### src/rtl/zoom_scan_sequencer.sv
// zoom_scan_sequencer
//
// Walks a destination raster of the latched size (W x H) one pixel at a time
// and presents, for every destination pixel, the matching source pixel of the
// selected zoom ratio. It is a three-state FSM: IDLE, SCAN and FINISH.
//
// Handshake: in SCAN, PIX_VALID is 1 and DST_X/DST_Y/SRC_X/SRC_Y hold their
// values until a cycle in which PIX_VALID=1 and MEM_READY=1. That cycle is
// the acceptance, and the next coordinate appears after the following edge.
// ABORT in SCAN takes precedence over MEM_READY in the same cycle.
//
// Optional feature: define ZOOM_SEQ_FRAME_COUNT_EN to build the 8-bit
// completed-frame counter. Without the macro, FRAME_CNT is tied to 0.
//
// Ports:
//   CLK            in   1   sole clock, rising edge
//   RESET          in   1   asynchronous, active-high reset
//   START          in   1   frame start request, sampled only in IDLE
//   ABORT          in   1   cancels the frame in progress (SCAN only)
//   ALGORITHM      in   2   zoom algorithm select (0 NN, 1 PR, 2 DC, 3 BA)
//   IMG_WIDTH_IN   in  10   destination width W
//   IMG_HEIGHT_IN  in   9   destination height H
//   MEM_READY      in   1   datapath accepts the current pixel
//   PIX_VALID      out  1   coordinates valid (state SCAN)
//   DST_X, DST_Y   out 10/9 destination pixel coordinate
//   SRC_X, SRC_Y   out 10/9 source pixel coordinate, same cycle as DST
//   ALG_LATCHED    out  2   algorithm frozen at frame start
//   BUSY           out  1   1 in SCAN and FINISH
//   DONE           out  1   one-cycle pulse in FINISH
//   FRAME_CNT      out  8   completed frames, wraps 255 -> 0
//   STATE_DBG      out  2   current FSM state (0 IDLE, 1 SCAN, 2 FINISH)
module zoom_scan_sequencer (
    input  logic       CLK,
    input  logic       RESET,
    input  logic       START,
    input  logic       ABORT,
    input  logic [1:0] ALGORITHM,
    input  logic [9:0] IMG_WIDTH_IN,
    input  logic [8:0] IMG_HEIGHT_IN,
    input  logic       MEM_READY,
    output logic       PIX_VALID,
    output logic [9:0] DST_X,
    output logic [8:0] DST_Y,
    output logic [9:0] SRC_X,
    output logic [8:0] SRC_Y,
    output logic [1:0] ALG_LATCHED,
    output logic       BUSY,
    output logic       DONE,
    output logic [7:0] FRAME_CNT,
    output logic [1:0] STATE_DBG
);

    typedef enum logic [1:0] {
        S_IDLE   = 2'd0,
        S_SCAN   = 2'd1,
        S_FINISH = 2'd2
    } state_t;

    state_t     state_q, state_d;
    logic [9:0] w_q, w_d;
    logic [8:0] h_q, h_d;
    logic [1:0] alg_q, alg_d;
    logic [9:0] dst_x_q, dst_x_d;
    logic [8:0] dst_y_q, dst_y_d;
    logic [9:0] src_x_q, src_x_d;
    logic [8:0] src_y_q, src_y_d;

    // Source mapping is selected by the latched width alone and applies to
    // both axes: 320 wide is a 2x upscale, 80 wide is a 2x downscale.
    function automatic logic [9:0] map_x(input logic [9:0] w, input logic [9:0] d);
        if (w == 10'd320)     return d >> 1;
        else if (w == 10'd80) return d << 1;
        else                  return d;
    endfunction

    function automatic logic [8:0] map_y(input logic [9:0] w, input logic [8:0] d);
        if (w == 10'd320)     return d >> 1;
        else if (w == 10'd80) return d << 1;
        else                  return d;
    endfunction

    always_ff @(posedge CLK or posedge RESET) begin
        if (RESET) begin
            state_q <= S_IDLE;
            w_q     <= '0;
            h_q     <= '0;
            alg_q   <= '0;
            dst_x_q <= '0;
            dst_y_q <= '0;
            src_x_q <= '0;
            src_y_q <= '0;
        end else begin
            state_q <= state_d;
            w_q     <= w_d;
            h_q     <= h_d;
            alg_q   <= alg_d;
            dst_x_q <= dst_x_d;
            dst_y_q <= dst_y_d;
            src_x_q <= src_x_d;
            src_y_q <= src_y_d;
        end
    end

    always_comb begin
        state_d = state_q;
        w_d     = w_q;
        h_d     = h_q;
        alg_d   = alg_q;
        dst_x_d = dst_x_q;
        dst_y_d = dst_y_q;
        src_x_d = src_x_q;
        src_y_d = src_y_q;
        case (state_q)
            S_IDLE: begin
                if (START) begin
                    w_d     = IMG_WIDTH_IN;
                    h_d     = IMG_HEIGHT_IN;
                    alg_d   = ALGORITHM;
                    dst_x_d = '0;
                    dst_y_d = '0;
                    src_x_d = '0;
                    src_y_d = '0;
                    // An empty frame has no pixels to present: go straight to FINISH.
                    if (IMG_WIDTH_IN == 10'd0 || IMG_HEIGHT_IN == 9'd0)
                        state_d = S_FINISH;
                    else
                        state_d = S_SCAN;
                end
            end
            S_SCAN: begin
                if (ABORT) begin
                    state_d = S_IDLE;
                end else if (MEM_READY) begin
                    if (dst_x_q == w_q - 10'd1) begin
                        if (dst_y_q == h_q - 9'd1) begin
                            // Last pixel accepted; coordinates are left as-is.
                            state_d = S_FINISH;
                        end else begin
                            dst_x_d = '0;
                            dst_y_d = dst_y_q + 9'd1;
                        end
                    end else begin
                        dst_x_d = dst_x_q + 10'd1;
                    end
                    // Source registers load from the next destination value so
                    // both pairs change on the same edge.
                    src_x_d = map_x(w_q, dst_x_d);
                    src_y_d = map_y(w_q, dst_y_d);
                end
            end
            S_FINISH: begin
                state_d = S_IDLE;
            end
            default: begin
                state_d = S_IDLE;
            end
        endcase
    end

    assign PIX_VALID   = (state_q == S_SCAN);
    assign BUSY        = (state_q != S_IDLE);
    assign DONE        = (state_q == S_FINISH);
    assign DST_X       = dst_x_q;
    assign DST_Y       = dst_y_q;
    assign SRC_X       = src_x_q;
    assign SRC_Y       = src_y_q;
    assign ALG_LATCHED = alg_q;
    assign STATE_DBG   = state_q;

`ifdef ZOOM_SEQ_FRAME_COUNT_EN
    logic [7:0] frame_cnt_q;

    always_ff @(posedge CLK or posedge RESET) begin
        if (RESET)
            frame_cnt_q <= '0;
        else if (state_q == S_FINISH)
            frame_cnt_q <= frame_cnt_q + 8'd1;
    end

    assign FRAME_CNT = frame_cnt_q;
`else
    assign FRAME_CNT = 8'd0;
`endif

endmodule
### config.mk
export PLATFORM = sky130hd
export DESIGN_NAME = zoom_scan_sequencer
export DESIGN_NICKNAME = d
export VERILOG_FILES = /design/src/rtl/zoom_scan_sequencer.sv
export SDC_FILE = /design/constraint.sdc
export NUM_CORES = 1
export LEC_CHECK = 0
export CORE_MARGIN = 2
export CORE_UTILIZATION = 53
export CTS_CLUSTER_SIZE = 28
export DETAILED_ROUTE_END_ITERATION = 8
export PLACE_DENSITY = 0.81
export SYNTH_ARGS = -nofsm -noshare
export SYNTH_HDL_FRONTEND = slang
export SYNTH_SLANG_ARGS = --single-unit
### constraint.sdc
create_clock -name CLK -period 3.6 [get_ports CLK]
set_clock_uncertainty 0.15 [all_clocks]
set_input_delay 0.36 -clock CLK [delete_from_list [all_inputs] [get_ports CLK]]
set_output_delay 0.36 -clock CLK [all_outputs]
set_load 0.02 [all_outputs]
# After elaboration in Yosys (flattened, before gate mapping)
# Index checks and enable logic that the tools add are counted.
[totals]
ff_bits = 61
output_inout_bits = 53
[op_classes]
reduce_logical = 9
n_mux = 29
n_addsub = 4
n_eq_ne = 12
[ops]
columns = ["op", "count"]
rows = [
  ["$mux 10", 9],
  ["$mux 9", 9],
  ["$pmux 10 s2", 2],
  ["$pmux 9 s2", 2],
  ["$mux 2", 6],
  ["$add 10x1->10 const B", 1],
  ["$eq 10x10->1", 1],
  ["$eq 10x7->1 const B", 1],
  ["$eq 10x9->1 const B", 1],
  ["$logic_not 10->1", 1],
  ["$sub 10x1->10 const B", 1],
  ["$add 9x1->9 const B", 1],
  ["$eq 9x9->1", 1],
  ["$logic_not 9->1", 1],
  ["$sub 9x1->9 const B", 1],
  ["$reduce_and 4->1", 2],
  ["$ne 2x2->1 const B", 3],
  ["$ne 3x2->1 const B", 2],
  ["$pmux 2 s2", 1],
  ["$reduce_bool 2->1", 2],
  ["$ne 3x3->1 const B", 1],
  ["$eq 2x1->1 const B", 1],
  ["$eq 2x2->1 const B", 1],
  ["$logic_not 2->1", 1],
  ["other kinds (2)", 2],
]

# Depth between registers and ports, before layout
# Gate-level depths: netlist of the first run.
[depth]
ltp_word = 9
depth_mapped = 12
depth_no_buf = 10

# Least setup slack after synthesis of the first run
# Ideal clock, no wire load.
[synth_timing]
path_kind = "register to register"
start = "register w_q[0]"
end = "register src_y_q[2], in the netlist SRC_Y[2]"
stages_incl_launch_ff = 10
path_buffers = 0
setup_ns = 0.076
slack_ns = 0.669
required_ns = 3.374
t_arrival_ns = 2.705
cell_sequence = "dfrtp_1 inv_1 ha_1 xnor2_1 or4_1 a2111oi_4 o2111ai_4 xnor2_2 a221o_1 o21ai_1"
[synth_between]
elab_chain_len = 8
word_cells_on_any_way = 10
[synth_rtl]
columns = ["element", "line_no", "rtl"]
rows = [
  ["from (decl)", "60", "logic [9:0] w_q, w_d;"],
  ["from (signal assigned)", "94", "w_q <= w_d;"],
  ["$sub 10x1->10", "134", "if (dst_x_q == w_q - 10'd1) begin"],
  ["$eq 10x10->1", "134", ""],
  ["$mux 9", "134", ""],
  ["$mux 9", "78", "else if (w == 10'd80) return d << 1;"],
  ["$mux 9 *", "77", "if (w == 10'd320) return d >> 1;"],
  ["$mux 9 *", "133", "end else if (MEM_READY) begin"],
  ["$mux 9 *", "131", "if (ABORT) begin"],
  ["$pmux 9 s2 *", "113", "case (state_q)"],
  ["to (signal assigned)", "100", "src_y_q <= src_y_d;"],
  ["to (decl)", "66", "logic [8:0] src_y_q, src_y_d;"],
]
# Every way passes the cells marked *; elsewhere a longest branch is shown, timed or not. The select of a mux whose other input is x is not followed.
# A chain may end at the register's enable or synchronous reset.

# Worst setup path after layout of the first run
[layout_timing]
start = "register w_q[2]"
end = "register src_y_q[6], in the netlist SRC_Y[6]"
# The elaborated chain is that of the path after synthesis.

==> results of run 1 <==
==> final cells by class <==
type                    count  area [µm²]
well taps                 102       127.6
repair buffers             78       760.7
multi-input cells         361        2465
fillers                   623        2540
flip-flops and latches     61        1526
inverters                  13       48.80
clock inverters             3       90.09
clock buffers              13       168.9
==> metrics by stage <==
stage	cells	setup slack (ns)
floorplan	475	0.6686
global placement	615	0.4831
detailed placement	615	0.3563
CTS	631	0.3383
global route	631	0.09404
finish	631	0.2951
==> routing by layer <==
metal	GRT usage	part of all wire
met2	0.4317	0.48
met5	0	0
met1	0.3583	0.42
met3	0.04190	0.085
met4	0.1054	0.018
==> state kept, by name, indices dropped and copies added, names as in the netlist <==
register	flops
h_q	9
w_q	10
SRC_Y	9
STATE_DBG	2
DST_Y	9
ALG_LATCHED	2
DST_X	10
SRC_X	10
==> cells by family (layout without fill, tap and decap cells) <==
kind of cell,after synthesis,count (layout)
other,1,8
adders and majority gates,5,5
buffers and inverters,53,107
AOI/OAI and AO/OA,118,118
DFF,61,61
muxes,25,25
xor gates and xnor gates,31,31
and+or+nand+nor,174,174
==> worst max-delay path, cell delays in order, from the launching register on <==
cell and delay [ns]:
dfrtp_1 0.47, or4_4 0.59, nor4_1 0.25, o21ai_1 0.18
a2111oi_4 0.38, buf_4 0.26, o211a_4 0.36, nand3_1 0.17
xor2_1 0.22, o221ai_1 0.13
==> report_power, final <==
part           switching (mW)  total (mW)  internal, mW
Combinational           0.281       0.517         0.236
Clock                   0.276       0.793         0.517
Sequential              0.103       0.855         0.752
Total                   0.659        2.17          1.51
==> cell usage in the layout (no fill, tap or decap), drive strengths merged, types with 6 or more instances in the layout <==
cell type      netlist  layout
a21oi               19      19
a221o                6       6
a22oi                9       9
a31oi                7       7
and3                 8       8
buf                 23       8
clkbuf              17      13
clkdlybuf4s50        0      70
conb                 1       8
dfrtp               61      61
inv                 13      13
mux2                21      21
nand2               50      50
nand3               26      26
nor2                34      34
nor2b                6       6
nor3                11      11
nor4                 7       7
o211ai               8       8
o21ai               24      24
o31ai                6       6
xnor2               20      20
xor2                11      11
==> worst min path at each step <==
stage                                          end                  from  cells after the start
after floorplan           STATE_DBG[1]$_DFFE_PP0P_                 START                      2
after global placement        SRC_Y[4]$_DFFE_PP0P_  SRC_Y[4]$_DFFE_PP0P_                      2
after detailed placement      SRC_Y[4]$_DFFE_PP0P_  SRC_Y[4]$_DFFE_PP0P_                      2
after CTS                     SRC_Y[4]$_DFFE_PP0P_  SRC_Y[4]$_DFFE_PP0P_                      2
after global routing          SRC_Y[7]$_DFFE_PP0P_  SRC_Y[7]$_DFFE_PP0P_                      2
final                         SRC_X[1]$_DFFE_PP0P_                 RESET                      2
==> results.cfg, run 1 <==
[run_status]
status = finished clean

[synth]
synth_top_family_by_area = simple AND/OR/NAND/NOR gates
synth_xor_xnor_area_share = 0.06600
synth_top_area_share = 0.3611
ys.flop_type = dfrtp_1
synthMostInstantiatedCell = dfrtp_1
synth_area_per_cell_um2 = 9.034
synth_fa_ha_area_frac = 0.01480
synth_seq_cells = 61
ys_types = 79
yosysTopAreaCell = dfrtp_1
yosys.area_share.simple = 0.2160
synth_common_cells = dfrtp_1 (61), nand2_1 (49), nor2_1 (32)
seq_area_frac_synth = 0.3611
synthMuxAreaShare = 0.06540
yosys-top-cells-area = dfrtp_1 (36%), mux2_2 (5.6%), nand2_1 (4.4%)
ys_async_sr_fraction = 1.000
synth_area_um2 = 4228
synth-compound-area-share = 0.2137
yosys_warnings = 0
synth_edf_count = 0
synthCells = 468

[routing]
ant_nets = 0
drt_iter0_markers = 284
viasPerCell = 6.238
via_count = 3936
routed_wirelength_mm = 11.09
first_pass_iters = 5
avgRoutedWirePerCell_um = 17.58
drc = 0

[cts]
clk_pin_slew_ns = 0.07
htreeDepth = 3
cts_tree = built
cts_buffer_depth = 2
cts_resized = 0
clock_sinks = 61
cts_hold_buf = 0
cts_setup_buffers = 0
clock-root-buffer = clkbuf_8
cts_buffers = 9
clock_latency_ns = 0.35

[floorplan]
start_util = 0.5471
core-area_um2 = 7727
rows = 32
fp.dieArea_um2 = 8708
ioPinCount = 79
die_h_um = 93.32
die_x_um = 93.32

[timing]
tns_ns = 0
holdWs_ns = 0.3135
setup_viol = 0
drv_slew = 0
slew-limit-headroom = 0.5019
rsz0062_at_grt = no
post-route-min-period_ns = 3.305
hold_viol = 0
min_period_over_period = 0.9180
clock.fmax_mhz = 302.6
worstMarginPinSlew_ns = 0.7461

[setup_path]
start_kind = flop
setup.worst_path.end_class = flop
worstSetupPathType = reg2reg
reg2reg_from = w_q[2]$_DFFE_PP0P_
crit_fanout = 24
cp.arrival_ns = 3.36
r2r_slack_ns = 0.30
r2r.worst_path.cells = 9
crit_end = SRC_Y[6]$_DFFE_PP0P_
cp_data_required_time_ns = 3.65
worstReg2RegEnd = SRC_Y[6]$_DFFE_PP0P_
critPathLaunch = w_q[2]$_DFFE_PP0P_

[placement]
place_area_um2 = 4928
dp_hpwl_mm = 8.078
port_buffers = 70
gp_congestion = 0.9318

[power]
total_power_mw = 2.165
peakVddDrop_mv = 0.2732
power_density_nw_per_um2 = 417.4
p_leak_nw = 2.113

[run]
cap_violations = 0

[finish]
nets = 555
drive_above_1_share = 0.1285
area_growth_pct = 22.70
design_area_um2 = 5187
antenna_cells = 0
finish.utilization = 0.6713

[global_route]
grt_usage = 0.2666
grt_overflow = 0
grt_max_degree = 36
grt_pass1_vias = 3798
antenna_found_initial = 0
grt_pass1_wl_mm = 18.36

[hold_path]
hold_class = in2async
Note: power is estimated with default switching activity, not from simulation.
==> run 2: changes to the inputs <==
- CORE_UTILIZATION: 53 -> 42
- PLACE_DENSITY: 0.81 -> 0.69
- clock period: 3.6 -> 2.9 ns (I/O delays scaled with it)
==> run 2 against run 1 <==
Compared with the run above:
- the flow now finishes with violations (setup timing)
- utilization fell by 2.0 points
- maximum frequency up 7.9%
- combinational power rose by 93%
- design area rose by 23%
- largest cell class unchanged
- clock power up 6.9%
- via count grew 8.8%
- global-route usage decreased by 3.0 points
- count of clock-buffer cells in the layout fell by 3
- final cell count up 18%
- first-iteration DRC count rose by 11%
==> results.cfg, run 2 (same netlist as run 1, synthesis figures left out) <==
[run_status]
status = complete, but fails checks
violations = setup timing

[cts]
clock_latency_ns = 0.36
htreeDepth = 3
cts_hold_buf = 0
clock-root-buffer = clkbuf_8
clk_pin_slew_ns = 0.07
cts_buffer_depth = 2
clock_sinks = 61
cts_tree = built
cts_buffers = 9

[timing]
holdWs_ns = 0.1769
worstMarginPinSlew_ns = 0.5730
tns_ns = -2.396
hold_viol = 0
clock.fmax_mhz = 326.6
fin_ws_ns = -0.1622
setup_viol = 30
rsz0062_at_grt = yes
drv_slew = 0
slew-limit-headroom = 0.6130
min_period_over_period = 1.056
post-route-min-period_ns = 3.062

[placement]
place_area_um2 = 5508
post-place-ws_ns = -0.1717
dp_hpwl_mm = 9.168
gp_congestion = 0.9252
port_buffers = 70
placed_cells = 710

[floorplan]
fp.dieArea_um2 = 10880
core-area_um2 = 9774
die_x_um = 104.3
rows = 36
start_util = 0.4325
ioPinCount = 79
die_h_um = 104.3

[power]
combPwrFrac = 0.349
peakVddDrop_mv = 0.3208
p_leak_nw = 2.660
p_clk_frac = 0.297
total_power_mw = 2.857
power.switching_mw = 0.9314
power_density_nw_per_um2 = 448.5
intPower_mw = 1.925
seq_power_share = 0.354
p_sw_frac = 0.3260

[setup_path]
crit_end = SRC_Y[3]$_DFFE_PP0P_
worstSetupPathType = reg2reg
r2r.worst_path.cells = 11
crit_fanout = 5
setup.worst_path.end_class = flop
critPathLaunch = w_q[3]$_DFFE_PP0P_
worstReg2RegEnd = SRC_Y[3]$_DFFE_PP0P_
cp_data_required_time_ns = 3.04
cp.arrival_ns = 3.20
start_kind = flop
reg2reg_from = w_q[3]$_DFFE_PP0P_
r2r_slack_ns = -0.16

[routing]
ant_nets = 0
routed_wirelength_mm = 13.34
drc = 0
via_count = 4283
avgRoutedWirePerCell_um = 17.88
viasPerCell = 5.741
first_pass_iters = 7
drt_iter0_markers = 314

[finish]
layout.filler_cells = 786
antenna_cells = 0
instances_no_fill = 746
design_area_um2 = 6370
layout_commonest_cell = buf_4
finish.utilization = 0.6517
multi_input_area_um2 = 2913
area_growth_pct = 50.67
final_cell_mix = buf_4 (72), clkdlybuf4s50_1 (70), dfrtp_1 (60)
nets = 640
seq_area_um2 = 1528
drive_above_1_share = 0.3654

[global_route]
grt_usage = 0.2368
grt_overflow = 0
antenna_found_initial = 0
grt_pass1_wl_mm = 20.53
grt_max_degree = 62
grt_pass1_vias = 4059

[hold_path]
hold_class = in2async

[run]
cap_violations = 0
[run 2: how the worst min path moves through the flow]
| stage | cells after the start | from | end | slack, ns |
|---|---|---|---|---|
| 6_report | 3 | RESET | ALG_LATCHED[0]$_DFFE_PP0P_ | 0.18 |
| 5_1_grt | 3 | RESET | h_q[7]$_DFFE_PP0P_ | 0.24 |
| 4_1_cts | 3 | RESET | ALG_LATCHED[0]$_DFFE_PP0P_ | 0.20 |
| 3_5_place_dp | 2 | SRC_Y[4]$_DFFE_PP0P_ | SRC_Y[4]$_DFFE_PP0P_ | 0.31 |
| 3_3_place_gp | 2 | SRC_Y[4]$_DFFE_PP0P_ | SRC_Y[4]$_DFFE_PP0P_ | 0.31 |
| 2_1_floorplan | 2 | START | STATE_DBG[1]$_DFFE_PP0P_ | 0.27 |
[run 2: repair_timing]
| item | CTS | global route |
|---|---|---|
| gates cloned | 1 | 0 |
| endpoints found under the setup margin | 37 | 40 |
| gates resized for setup | 36 | 76 |
| pin swaps | 15 | 41 |
| setup buffers | 13 | 9 |
| hold endpoints to repair | 0 | 0 |
[run 2: cell type report]
| cell class | count | area share |
|---|---|---|
| multi-input combinational | 362 | 0.4573 |
| tap | 133 | 0.02612 |
| clock buffer | 10 | 0.02161 |
| clock inverter | 5 | 0.01179 |
| timing repair buffer | 162 | 0.2357 |
| sequential | 61 | 0.2398 |
| inverter | 13 | 0.007661 |
[run 2: critical path: stages (launching register included)]
cell and delay [ns]:
dfrtp_1 0.40, or4_4 0.58, nor4_4 0.28, o21ai_2 0.14, a2111oi_4 0.31, buf_4 0.21, buf_6 0.12, o211a_4 0.22
buf_6 0.13, a211o_1 0.13, and3_4 0.18, a2bb2oi_2 0.12
[run 2: routing by layer]
| metal | global-route usage | part of all wire | vias up |
|---|---|---|---|
| met5 | 0 | 0 | - |
| met4 | 0.09942 | 0.025 | 0 |
| met3 | 0.03509 | 0.069 | 31 |
| met2 | 0.3758 | 0.46 | 210 |
| met1 | 0.3220 | 0.44 | 2052 |
| li1 | - | - | 1990 |
[run 2: power by group through the flow]
stage               Sequential (mW)  Clock (mW)  Combinational [mW]
finish                         1.01       0.848               0.997
global route                   1.02       0.884                1.07
CTS                            1.01       0.859               0.936
detailed placement             1.02           0               0.846
global placement               1.02           0               0.828
floorplan                      1.04           0               0.468
